===== src/rtl/dispatch2.sv =====
// dispatch2: clocked 4-phase demux steering one bundled-data request
// channel onto one of two output channels, chosen by sel_i per transfer.
module dispatch2 #(
  parameter int unsigned N    = 32'd1,
  parameter int unsigned SYNC = 32'd2
) (
  input  logic         clk,
  input  logic         rst,
  input  logic         r_i,
  output logic         a_i,
  input  logic [N-1:0] d_i,
  input  logic         sel_i,
  output logic         r_o,
  input  logic         a_o,
  output logic [N-1:0] d_o,
  output logic         r1_o,
  input  logic         a1_o,
  output logic [N-1:0] d1_o
);

  typedef enum logic [2:0] {
    IDLE,
    LOAD,
    REQ,
    ACK,
    RTZ
  } state_t;

  state_t         r_state;
  state_t         w_nxt;
  logic [SYNC-1:0] r_rsync;
  logic [SYNC-1:0] r_a0sync;
  logic [SYNC-1:0] r_a1sync;
  logic           r_sel;
  logic           w_rs;
  logic           w_as;
  logic           w_ld;
  logic           w_req;
  logic           w_ack;

  assign w_rs = r_rsync[SYNC-1];
  assign w_as = r_sel ? r_a1sync[SYNC-1]
                      : r_a0sync[SYNC-1];
  assign w_ld = (r_state == IDLE) && w_rs;

  always_ff @(posedge clk) begin
    if (!rst) begin
      r_rsync  <= '0;
      r_a0sync <= '0;
      r_a1sync <= '0;
    end else begin
      r_rsync  <= {r_rsync[SYNC-2:0], r_i};
      r_a0sync <= {r_a0sync[SYNC-2:0], a_o};
      r_a1sync <= {r_a1sync[SYNC-2:0], a1_o};
    end
  end

  always_comb begin
    w_nxt = r_state;
    unique case (r_state)
      IDLE:    if (w_rs) w_nxt = LOAD;
      LOAD:    w_nxt = REQ;
      REQ:     if (w_as) w_nxt = ACK;
      ACK:     if (!w_rs) w_nxt = RTZ;
      RTZ:     if (!w_as) w_nxt = IDLE;
      default: w_nxt = IDLE;
    endcase
  end

  // Outputs are decoded from the next state so each lands in its own flop.
  assign w_req = (w_nxt == REQ) || (w_nxt == ACK);
  assign w_ack = (w_nxt == ACK) || (w_nxt == RTZ);

  always_ff @(posedge clk) begin
    if (!rst) begin
      r_state <= IDLE;
      r_sel   <= 1'b0;
      a_i     <= 1'b0;
      r_o     <= 1'b0;
      r1_o    <= 1'b0;
      d_o     <= '0;
      d1_o    <= '0;
    end else begin
      r_state <= w_nxt;
      a_i     <= w_ack;
      r_o     <= w_req && !r_sel;
      r1_o    <= w_req && r_sel;
      // Output data regs double as the capture regs: valid through LOAD.
      if (w_ld) begin
        r_sel <= sel_i;
        if (sel_i) d1_o <= d_i;
        else       d_o  <= d_i;
      end
    end
  end

endmodule

===== config.mk =====
export PLATFORM = sky130hd
export DESIGN_NAME = dispatch2
export DESIGN_NICKNAME = d
export VERILOG_FILES = /design/src/rtl/dispatch2.sv
export SDC_FILE = /design/constraint.sdc
export NUM_CORES = 1
export LEC_CHECK = 0
export ABC_AREA = 1
export CAP_MARGIN = 20
export CORE_MARGIN = 10
export CORE_UTILIZATION = 35
export DETAILED_ROUTE_END_ITERATION = 16
export SKIP_CTS_REPAIR_TIMING = 1
export SLEW_MARGIN = 10
export SYNTH_ARGS = -nofsm -noshare
export SYNTH_HDL_FRONTEND = slang
export SYNTH_SLANG_ARGS = --single-unit

===== constraint.sdc =====
create_clock -name clk -period 1.1 [get_ports clk]
set_input_delay 0.22 -clock clk [delete_from_list [all_inputs] [get_ports clk]]
set_output_delay 0.22 -clock clk [all_outputs]
set_load 0.01 [all_outputs]

==> summary.txt <==
Die
  • Chip width: roughly 60 um
  • # IOs: 12
  • Die Y: around 60 um
  • Cell Rows: 14
  • Core area: roughly 0.0015 mm2
  • Initial Util: a little over a third
  • Die area: approximately 0.0036 mm2

Clocking
  • Latest clock arrival within the worst-skew pair: between 0.2 and 0.3 ns
  • Clk root buf: clkbuf_4
  • Reg clk slew, reported paths: about 0.080 ns
  • Cts bufs inserted: 3
  • Clock sinks: 15
  • CTS tree: built
  • H-tree Lvls: 1
  • Clock Path Buffers: 2

Place
  • # port buffers: 11
  • Placed cell area: between 600 and 700 um2
  • Dpl ws: -0.06151 ns
  • Post-DP HPWL: 728.9 um
  • DP Cell Count: 98
  • Final Wtd Congestion: a little under 0.7

Yosys
  • Post-Synthesis Cells: around 70
  • Post-synth ARST share: 0%
  • Seq/Total Area, Yosys: between 50 and 60%
  • Main flop type after synthesis: dfxtp_1
  • Yosys Warn Count: 0
  • Mapped Avg Cell Area: 7.664 um2
  • Synth top area cells: dfxtp_1 54%, nand2_1 14%, inv_1 7.5%
  • Most frequent cell after synthesis: nand2_1
  • Area leader, netlist: dfxtp_1
  • Share of the synthesized area in the top cell type: 54.42%
  • Synth Cell Area: approximately 550 um2
  • Number of flops mapped to enable cells by yosys: 0
  • Yosys reg bits: 15
  • Syn Nets: a little under 80
  • Library cells used by synthesis: 12
  • Post-synth top cells: 21 x nand2_1, 15 x dfxtp_1, 11 x inv_1

Pwr
  • Pwr Total: approximately 940 uW
  • Pwr Density: ~1300 mW/mm2
  • VDD IR-drop max: just over 600 uV
  • Leak Pwr: between 0.4 and 0.5 nW

Job
  • Total of max-cap violations: 0

GRT
  • Met3 usage: 1.907%
  • Vias in the first global route: approximately 390
  • Most Crowded Layer GR: met2
  • Met1 GRT Util: 7.579%
  • GR Layer Usage met2: under 10%
  • Initial antenna violation count: 0
  • First-pass GRT wire length: 1.607 mm
  • Largest net degree at the start of global routing: 9
  • GRT Total Usage: under 10%
  • Congestion Overflow GR: 0

Route
  • Via density: 4.265
  • Antenna Nets Post-Route: 0
  • DRC Markers: 0
  • Wire per inst: slightly below 9 um
  • Routed WL: about 900 um
  • TritonRoute pass-1 iters: 4
  • Vias: between 400 and 500
  • DR iter-0 viols: 2

Final layout
  • Post-route cell area: between 700 and 800 um2
  • Post-layout net count: 94
  • Synth-to-layout area growth: 30.16%
  • Layout cells sized above 1: 10.47%
  • Non-Filler Instances: between 100 and 150
  • Antenna diodes: 0

Worst setup path
  • CP Max Fanout: 2
  • Critical Path RT: roughly 0.88 ns
  • Crit path max-delay cell type: dfxtp_1
  • Crit path max-delay family: flip-flops
  • Buf/Inv on CP: 1
  • CP endpoint kind: output pin
  • Arr. time, crit path: about 0.76 ns
  • CP max stage delay: 0.33 ns
  • Crit path cell chain: dlymetal6s2s_1
  • CP Class: register to output pin
  • Startpoint Class: register

Timing
  • Worst-margin pin slew: 0.2643 ns
  • Final setup vio count: 0
  • Worst slew margin: 82.33%
  • PnR worst setup slack: 0.1196 ns
  • Min Tclk post-route: slightly below 1 ns
  • Hold Fails Final Rpt: 0
  • Unrepaired setup endpoints after global routing: false
  • Max Slew Vio Count: 0
  • Setup TNS: 0 ns
  • FMAX: around 1.0 GHz
  • Clock Skews: 0.003334 ns
  • Final worst-path cycle share: 89.13%

Worst hold path
  • Min-Delay Path Class: register to register

Outcome
  • Status: finished clean
-- worst reg2reg max path, cell delays in order (launching register included) --
cell	delay [ns]
dfxtp_1	0.37
nand2_1	0.07
o21ai_0	0.18
nor2_1	0.07
nand2_1	0.09
inv_1	0.05
-- state kept, by name (all words and copies together), names as in the netlist --
name      count
a_i           1
d1_o          1
d_o           1
r1_o          1
r_a0sync      2
r_a1sync      2
r_o           1
r_rsync       2
r_sel         1
r_state       3
-- power by group --
| group | total, mW | leakage, nW | internal, mW | switching [mW] |
|---|---|---|---|---|
| Combinational | 0.0759 | 0.290 | 0.0384 | 0.0375 |
| Clock | 0.296 | 0.0150 | 0.140 | 0.156 |
| Sequential | 0.568 | 0.123 | 0.560 | 0.00766 |
| Total | 0.940 | 0.428 | 0.739 | 0.201 |
-- cell usage in the layout, fill, tap and decap left out --
cell              n
a21oi_1           4
clkbuf_1          1
clkbuf_4          3
clkdlybuf4s50_1   6
dfxtp_1          14
dfxtp_2           1
dlymetal6s2s_1    5
inv_1            11
inv_2             2
nand2_1          21
nand2_2           1
nand2_4           1
nand3_1           3
nor2_1           10
nor2_8            1
o21ai_0           2
-- cells by family (layout without fill, tap and decap cells) --
logic type | Yosys count | after routing | synth area share [%]
simple gates | 37 | 37 | 30.61
flops | 15 | 15 | 54.42
buf+inv | 14 | 28 | 9.524
compound gates | 6 | 6 | 5.442
-- layer usage --
metal,part of all wire (%),up-vias,wire length (um)
li1,-,242,-
met1,50,186,450
met2,46,5,410
met3,2.7,2,24
met4,1.7,0,15
met5,0,-,0
-- final timing paths --
kind	start	to	slack (ns)	cells after the start
max	d_o	d_o	0.12	1
min	r_rsync[0]	r_rsync[1]	0.42	2
max reg2reg	r_state[1]	r_state[1]	0.17	5
min reg2reg	r_rsync[0]	r_rsync[1]	0.42	2
-- area by class of cell --
class / instances / area, um2
Tap cell: 16 / 20.02
Inverter: 13 / 48.80
Fill cell: 155 / 788.3
Multi-Input combinational cell: 43 / 198.9
Clock buffer: 4 / 26.28
Timing Repair Buffer: 11 / 122.6
Sequential cell: 15 / 301.5
-- through the flow --
stage,hold WS [ns],util [%]
4_1_cts,0.4200,46.76
2_1_floorplan,0.3176,-
3_5_place_dp,0.3997,45.02
3_3_place_gp,0.3943,45.02
5_1_grt,0.4364,47.67
6_report,0.4171,47.67
No activity file was read; power rests on OpenSTA's default activity.
